--- config.mk ---
export PLATFORM = sky130hd
export DESIGN_NAME = freq_meter
export DESIGN_NICKNAME = d
export VERILOG_FILES = /design/src/rtl/freq_meter_pkg.sv /design/src/rtl/freq_meter_edge_sync.sv /design/src/rtl/freq_meter.sv
export SDC_FILE = /design/constraint.sdc
export NUM_CORES = 1
export LEC_CHECK = 0
export ABC_AREA = 1
export CAP_MARGIN = 20
export CELL_PAD_IN_SITES_DETAIL_PLACEMENT = 1
export CELL_PAD_IN_SITES_GLOBAL_PLACEMENT = 1
export CORE_MARGIN = 3
export CORE_UTILIZATION = 43
export CTS_BUF_LIST = sky130_fd_sc_hd__clkbuf_8
export DETAILED_ROUTE_END_ITERATION = 8
export PLACE_DENSITY = 0.82
export SYNTH_ARGS = -nofsm -noshare
export SYNTH_HDL_FRONTEND = slang
export SYNTH_SLANG_ARGS = --single-unit
--- constraint.sdc ---
create_clock -name clk -period 2.3 [get_ports clk]
set_clock_uncertainty 0.05 [all_clocks]
set_input_delay 0.69 -clock clk [delete_from_list [all_inputs] [get_ports clk]]
set_output_delay 0.69 -clock clk [all_outputs]
set_load 0.01 [all_outputs]
--- src/rtl/freq_meter_pkg.sv ---
// Shared types and default constants for the gated frequency counter.
package freq_meter_pkg;

    typedef enum logic [1:0] {
        IDLE = 2'd0,
        GATE = 2'd1,
        DONE = 2'd2
    } state_t;

    localparam int DEFAULT_GATE_CYCLES = 50_000_000;
    localparam int DEFAULT_CNT_W       = 32;

endpackage

--- src/rtl/freq_meter_edge_sync.sv ---
// Two-flop synchronizer followed by a delay flop; edge_p is a one-cycle pulse per rising edge of d.
module edge_sync (
    input  logic clk,
    input  logic rst,
    input  logic d,
    output logic edge_p
);

    logic [1:0] sync_reg;
    logic       dly_reg;

    always_ff @(posedge clk) begin
        if (rst) begin
            sync_reg <= 2'b00;
            dly_reg  <= 1'b0;
        end else begin
            {dly_reg, sync_reg} <= {sync_reg, d};
        end
    end

    assign edge_p = sync_reg[1] & ~dly_reg;

endmodule

--- src/rtl/freq_meter.sv ---
// Gated frequency counter: counts rising edges of sig_in over GATE_CYCLES clocks.
// Define FREQ_METER_AUTO_EN to re-arm the window automatically after every result.
module freq_meter
    import freq_meter_pkg::*;
#(
    parameter int GATE_CYCLES = DEFAULT_GATE_CYCLES,
    parameter int CNT_W       = DEFAULT_CNT_W
) (
    input  logic             clk,
    input  logic             rst,
    input  logic             sig_in,
    input  logic             start,
    output logic             busy,
    output logic [CNT_W-1:0] count,
    output logic             valid,
    output logic             overflow
);

    localparam int                GATE_W    = $clog2(GATE_CYCLES);
    localparam logic [GATE_W-1:0] GATE_LAST = GATE_W'(GATE_CYCLES - 1);

    logic edge_p;

    edge_sync u_edge_sync (
        .clk    (clk),
        .rst    (rst),
        .d      (sig_in),
        .edge_p (edge_p)
    );

    state_t            state_reg,    state_next;
    logic [GATE_W-1:0] gate_cnt_reg, gate_cnt_next;
    logic [CNT_W-1:0]  edge_cnt_reg, edge_cnt_next;
    logic              ovf_reg,      ovf_next;
    logic [CNT_W-1:0]  count_reg,    count_next;
    logic              overflow_reg, overflow_next;
    logic              valid_reg,    valid_next;

    always_ff @(posedge clk) begin
        if (rst) begin
            state_reg    <= IDLE;
            gate_cnt_reg <= '0;
            edge_cnt_reg <= '0;
            ovf_reg      <= 1'b0;
            count_reg    <= '0;
            overflow_reg <= 1'b0;
            valid_reg    <= 1'b0;
        end else begin
            state_reg    <= state_next;
            gate_cnt_reg <= gate_cnt_next;
            edge_cnt_reg <= edge_cnt_next;
            ovf_reg      <= ovf_next;
            count_reg    <= count_next;
            overflow_reg <= overflow_next;
            valid_reg    <= valid_next;
        end
    end

    always_comb begin
        state_next    = state_reg;
        gate_cnt_next = gate_cnt_reg;
        edge_cnt_next = edge_cnt_reg;
        ovf_next      = ovf_reg;
        count_next    = count_reg;
        overflow_next = overflow_reg;
        valid_next    = 1'b0;

        case (state_reg)
            IDLE: begin
                if (start) begin
                    state_next    = GATE;
                    gate_cnt_next = '0;
                    edge_cnt_next = '0;
                    ovf_next      = 1'b0;
                end
            end
            GATE: begin
                gate_cnt_next = gate_cnt_reg + 1'b1;
                // Saturate rather than wrap so a too-fast input reads as full scale.
                if (edge_p) begin
                    if (edge_cnt_reg == {CNT_W{1'b1}}) begin
                        ovf_next = 1'b1;
                    end else begin
                        edge_cnt_next = edge_cnt_reg + 1'b1;
                    end
                end
                // The last gate cycle's edge is folded into the published result.
                if (gate_cnt_reg == GATE_LAST) begin
                    state_next    = DONE;
                    count_next    = edge_cnt_next;
                    overflow_next = ovf_next;
                    valid_next    = 1'b1;
                end
            end
            DONE: begin
`ifdef FREQ_METER_AUTO_EN
                state_next    = GATE;
                gate_cnt_next = '0;
                edge_cnt_next = '0;
                ovf_next      = 1'b0;
`else
                state_next    = IDLE;
`endif
            end
            default: begin
                state_next = IDLE;
            end
        endcase
    end

    assign busy     = (state_reg != IDLE);
    assign count    = count_reg;
    assign valid    = valid_reg;
    assign overflow = overflow_reg;

endmodule

==> results of run 1 <==
## cells by family (layout without fill, tap and decap cells)
logic type / Yosys count / in the layout / synth area share
compound gates: 109 / 109 / 0.108
xor+xnor: 3 / 3 / 0.00462
fa+ha+maj: 2 / 2 / 0.00440
buf+inv: 132 / 166 / 0.0983
flops: 98 / 98 / 0.345
simple gates: 570 / 570 / 0.440
## per-stage QoR
stage | setup slack (ns) | instance area (µm²) | instances | util
after floorplan | 0.483 | 5690 | 914 | -
after global placement | 0.191 | 6240 | 1104 | 0.489
after detailed placement | 0.132 | 6240 | 1104 | 0.489
after CTS | 0.166 | 6450 | 1120 | 0.505
after global routing | 0.0463 | 6450 | 1120 | 0.505
final | 0.202 | 6450 | 1120 | 0.505
## cell usage after synthesis (3+ instances only)
| master | instances |
|---|---|
| nor2_4 | 5 |
| nor2_1 | 137 |
| dfxtp_1 | 98 |
| a21oi_2 | 8 |
| nor3_1 | 12 |
| buf_2 | 8 |
| nand3_2 | 11 |
| nand3_1 | 77 |
| nand2_1 | 293 |
| a21oi_1 | 53 |
| buf_4 | 3 |
| inv_1 | 92 |
| o21ai_0 | 35 |
| nor2_2 | 3 |
| a211oi_1 | 6 |
| buf_1 | 5 |
| xor2_1 | 3 |
| nand2_2 | 6 |
| nand4_1 | 16 |
| clkbuf_1 | 16 |
| buf_6 | 4 |
## power by group through the flow
| stage | clock network, mW | logic, mW | registers (mW) |
|---|---|---|---|
| final | 1.21 | 0.184 | 1.71 |
| after global placement | 0 | 0.175 | 1.75 |
| after detailed placement | 0 | 0.183 | 1.75 |
| after CTS | 1.24 | 0.184 | 1.71 |
| after global routing | 1.31 | 0.201 | 1.71 |
| after floorplan | 0 | 0.120 | 1.75 |
## routing by layer
metal,track usage,wire [µm],vias to the layer above,share of wire
met1,0.330,8350,2807,0.47
li1,-,-,2950,-
met2,0.413,8220,106,0.46
met3,0.0601,948,16,0.053
met5,0,0,-,0
met4,0.0701,229,0,0.013
## worst min-delay path, cell delays in order, from the launching register on
cell and delay, ns:
dfxtp_1 0.32, inv_1 0.05, nor2_1 0.04
## layout make-up
class                           count  area, µm²  area share
Clock buffer                       11        151      0.0235
Clock inverter                      5       53.8     0.00834
Inverter                           95        358      0.0555
Multi-Input combinational cell    684       3170       0.491
Sequential cell                    98       1960       0.304
Tap cell                          172        215      0.0334
Timing Repair Buffer               55        541      0.0838
## worst min path at each step
stage | endpoint | slack, ns
final | u_edge_sync.sync_reg[1] | 0.38
after global routing | u_edge_sync.sync_reg[1] | 0.40
after floorplan | u_edge_sync.sync_reg[1] | 0.34
after detailed placement | u_edge_sync.sync_reg[1] | 0.36
after CTS | u_edge_sync.sync_reg[1] | 0.38
after global placement | u_edge_sync.sync_reg[1] | 0.35
==> flow_metrics.env, run 1 <==
export IMPL_grt_first_pass_wirelength_um=29700
export IMPL_synth_main_ff_cell="dfxtp_1"
export IMPL_grt_pass1_vias=6034
export IMPL_grt_antenna_before_repair=0
export IMPL_grtUsageTotal=0.252
export IMPL_fp_dieH_um=121
export IMPL_antennaDiodeCount=0
export IMPL_path_max_fanout=2
export IMPL_whs_ns=0.383
export IMPL_hold_viol=0
export IMPL_p_sw_mw=0.799
export IMPL_cts_tree="done"
export IMPL_max_cap_violations=0
export IMPL_ir_drop_mv=0.477
export IMPL_core_area_um2=12800
export IMPL_outcome="finished clean"
export IMPL_reg2reg_to="edge_cnt_reg[23]"
export IMPL_grt_start_max_net_pins=48
export IMPL_syn_nets=920
export IMPL_p_leak_nw=2.48
export IMPL_drive_gt1_frac=0.0823
export IMPL_ys_ff_latch=98
export IMPL_p_sw_frac=0.257
export IMPL_endpoint="busy"
export IMPL_nets=949
export IMPL_num_vias=5879
export IMPL_area_delta_synth_final_pct=13.4
export IMPL_rows=41
export IMPL_synth_area_um2=5690
export IMPL_synth_edff_count=0
export IMPL_hold_class="reg -> reg"
export IMPL_yosys_warnings=0
export IMPL_routedWlPerCell_um=15.8
export IMPL_first_iter_violations=378
export IMPL_cp_end_kind="output port"
export IMPL_dp_hpwl_um=12900
export IMPL_first_pass_iters=4
export IMPL_critPathSlowestCell="clkdlybuf4s50_1"
export IMPL_setup_viol_count_final=0
export IMPL_numCtsBuffers=9
export IMPL_synthTopCellsByArea="dfxtp_1 34%, nand2_1 19%, nor2_1 9.0%"
export IMPL_crit_cells=3
export IMPL_r2r_start="edge_cnt_reg[2]"
export IMPL_grt_ovfl_total=0
export IMPL_crit_start="state_reg[0]"
export IMPL_syn_inst=914
export IMPL_port_buffers=38
export IMPL_cp_top_family="buffers and inverters"
export IMPL_rsz0062_at_grt="no"
export IMPL_p_comb_frac=0.059
export IMPL_clkLatencyLatePin_ns=0.39
export IMPL_netlist_area_leader_share=0.345
export IMPL_slowest_delay_ns=0.53
export IMPL_critical_path_required_ns=1.56
export IMPL_clock_fmax_mhz=477
export IMPL_slew_limit_headroom=0.403
export IMPL_cts_setup_buffers=0
export IMPL_synth_area_leader_cell="dfxtp_1"
export IMPL_start_kind="flop"
export IMPL_fin_crit_ns=2.10
export IMPL_synth_cell_type_count=40
export IMPL_min_from="u_edge_sync.sync_reg[0]"
export IMPL_min_period_over_period=0.912
export IMPL_cts_hold_buf=0
export IMPL_p_int_mw=2.30
export IMPL_start_util=0.445
export IMPL_cp_buffers_inverters=2
export IMPL_clk_pin_slew_ns=0.09
export IMPL_cts_path_max_buffers=2
export IMPL_layout_commonest_cell="nand2_1"
export IMPL_p_per_area_nw_per_um2=481
export IMPL_die_w_um=121
export IMPL_routed_via_density=5.25
export IMPL_h_tree_depth=3
export IMPL_totalWireLength_um=17700
export IMPL_avgSynthCellArea_um2=6.22
export IMPL_seq_area_frac_synth=0.345
export IMPL_cts_root_buf="clkbuf_8"
export IMPL_r2r_slack_ns=0.25
export IMPL_drc=0
export IMPL_design_power_total_mw=3.10
export IMPL_criticalPathCategory="reg -> out"
export IMPL_synth_async_reset_ratio=0
export IMPL_post_cts_resize_count=0
export IMPL_reg2regPathDepth=9
export IMPL_final_cell_mix="293 x nand2_1, 136 x nor2_1, 98 x dfxtp_1"
export IMPL_die_area_um2=14600
export IMPL_finalSetupTns_ns=0
export IMPL_gp_congestion=0.891
export IMPL_ant_nets=0
export IMPL_cts_sinks=98
export IMPL_clkPwrFrac=0.389
export IMPL_p_seq_frac=0.552
export IMPL_cp_arrival_ns=1.36
export IMPL_ios=39
export IMPL_slew_viol_final=0
export IMPL_min_path_cells=2
export IMPL_crit_path_cell_trace="nor2_1, inv_1, clkdlybuf4s50_1"
export IMPL_num_fill_cells=1742
export IMPL_tightest_slew_ns=0.895
Note: power is estimated with default switching activity, not from simulation.
==> run 2, diff against run 1 <==
Settings changed: CORE_ASPECT_RATIO set to 2.
==> run 2 against run 1 <==
Non-clock buffer count is 5 higher. Worst hold slack worse by 0.0095 ns. Register-to-register slack worse by 0.06 ns. Critical path type is now reg -> reg. Design area is 0.25% higher. Cell count is 1.5% lower. Critical endpoint is now edge_cnt_reg[8]. Maximum frequency is 0.34% lower.
==> flow_metrics.env, run 2 (same netlist as run 1, synthesis figures left out) <==
export IMPL_whs_ns=0.374
export IMPL_totalWireLength_um=18700
export IMPL_max_cap_violations=0
export IMPL_routed_via_density=5.47
export IMPL_cp_end_kind="flop"
export IMPL_fin_cells=1103
export IMPL_ios=39
export IMPL_fin_crit_ns=2.11
export IMPL_grt_first_pass_wirelength_um=30600
export IMPL_rows=58
export IMPL_grt_start_max_net_pins=70
export IMPL_outcome="finished clean"
export IMPL_p_comb_frac=0.062
export IMPL_core_area_um2=12800
export IMPL_rsz0062_at_grt="no"
export IMPL_p_seq_frac=0.561
export IMPL_cts_path_max_buffers=2
export IMPL_cts_hold_buf=0
export IMPL_cts_root_buf="clkbuf_8"
export IMPL_p_int_mw=2.20
export IMPL_grt_ovfl_total=0
export IMPL_p_per_area_nw_per_um2=472
export IMPL_layout_commonest_cell="nand2_1"
export IMPL_setup_viol_count_final=0
export IMPL_die_w_um=87.3
export IMPL_min_period_over_period=0.915
export IMPL_grtUsageTotal=0.264
export IMPL_p_sw_mw=0.857
export IMPL_place_inst=1087
export IMPL_final_cell_mix="293 x nand2_1, 136 x nor2_1, 98 x dfxtp_1"
export IMPL_path_max_fanout=21
export IMPL_hold_viol=0
export IMPL_cts_tree="done"
export IMPL_finalSetupTns_ns=0
export IMPL_p_sw_frac=0.281
export IMPL_p_leak_nw=2.51
export IMPL_drive_gt1_frac=0.0881
export IMPL_min_path_cells=2
export IMPL_antennaDiodeCount=0
export IMPL_start_util=0.445
export IMPL_gp_congestion=0.922
export IMPL_slew_viol_final=0
export IMPL_hold_class="reg -> reg"
export IMPL_grtUsageMet3=0.0214
export IMPL_fin_ws_ns=0.195
export IMPL_top_usage_layer="met2"
export IMPL_num_fill_cells=1764
export IMPL_nets=954
export IMPL_fp_dieH_um=169
export IMPL_numCtsBuffers=9
export IMPL_critical_path_required_ns=2.59
export IMPL_dp_hpwl_um=14200
export IMPL_clkLatencyLatePin_ns=0.40
export IMPL_cts_setup_buffers=0
export IMPL_grt_use_met1=0.241
export IMPL_routedWlPerCell_um=16.9
export IMPL_ant_nets=0
export IMPL_area_delta_synth_final_pct=13.7
export IMPL_num_vias=6028
export IMPL_port_buffers=38
export IMPL_pre_cts_slack_ns=0.111
export IMPL_clk_pin_slew_ns=0.11
export IMPL_grt_antenna_before_repair=0
export IMPL_criticalPathCategory="reg -> reg"
export IMPL_die_area_um2=14700
export IMPL_slew_limit_headroom=0.641
export IMPL_met2_usage=0.524
export IMPL_cp_arrival_ns=2.40
export IMPL_ir_drop_mv=0.294
export IMPL_clkPwrFrac=0.378
export IMPL_cts_sinks=98
export IMPL_h_tree_depth=3
export IMPL_first_pass_iters=4
export IMPL_clock_fmax_mhz=475
export IMPL_post_cts_resize_count=0
export IMPL_drc=0
export IMPL_grt_pass1_vias=6374
export IMPL_first_iter_violations=209
export IMPL_tightest_slew_ns=0.534
export IMPL_start_kind="flop"
export IMPL_reg2regPathDepth=11
run 2: area by class of cell:
type	count	area, µm²	area share
clock buffer	10	138	0.0213
clock inverter	6	61.3	0.00948
inverter	95	358	0.0553
multi-input combinational	684	3170	0.490
sequential	98	1960	0.303
tap	150	188	0.0290
timing repair buffer	60	591	0.0913
run 2: power by group through the flow:
| stage | clock network [mW] | logic (mW) | registers (mW) |
|---|---|---|---|
| 3_5_place_dp | 0 | 0.188 | 1.75 |
| 4_1_cts | 1.18 | 0.189 | 1.71 |
| 5_1_grt | 1.25 | 0.207 | 1.72 |
| 3_3_place_gp | 0 | 0.182 | 1.75 |
| 6_report | 1.15 | 0.188 | 1.71 |
| 2_1_floorplan | 0 | 0.120 | 1.75 |
run 2: through the flow:
step           instance area, µm²  utilization  power [mW]
6_report                     6470        0.506        3.06
5_1_grt                      6470        0.506        3.17
4_1_cts                      6470        0.506        3.08
3_5_place_dp                 6270        0.491        1.94
3_3_place_gp                 6270        0.491        1.93
2_1_floorplan                5690            -        1.87
run 2: critical path, cell delays in order (launching register included):
cell,delay [ns]
dfxtp_1,0.44
nand2_1,0.14
nor2_1,0.29
nand2_2,0.14
nor2_8,0.13
nand2_4,0.20
buf_12,0.22
nand3_2,0.06
nand2_1,0.06
nand2_1,0.12
nand2_1,0.07
a21oi_2,0.12
run 2: per-layer routing:
metal  vias to the layer above  share of wire
met5                         -              0
met4                         0          0.058
met3                        58          0.018
met2                        91           0.58
met1                      2911           0.35
li1                       2968              -
run 2: worst paths after layout:
path	from	to	slack (ns)
worst min register to register	u_edge_sync.sync_reg[0]	u_edge_sync.sync_reg[1]	0.37
worst min-delay path	u_edge_sync.sync_reg[0]	u_edge_sync.sync_reg[1]	0.37
worst max-delay path	edge_cnt_reg[13]	edge_cnt_reg[8]	0.19
worst max register to register	edge_cnt_reg[13]	edge_cnt_reg[8]	0.19
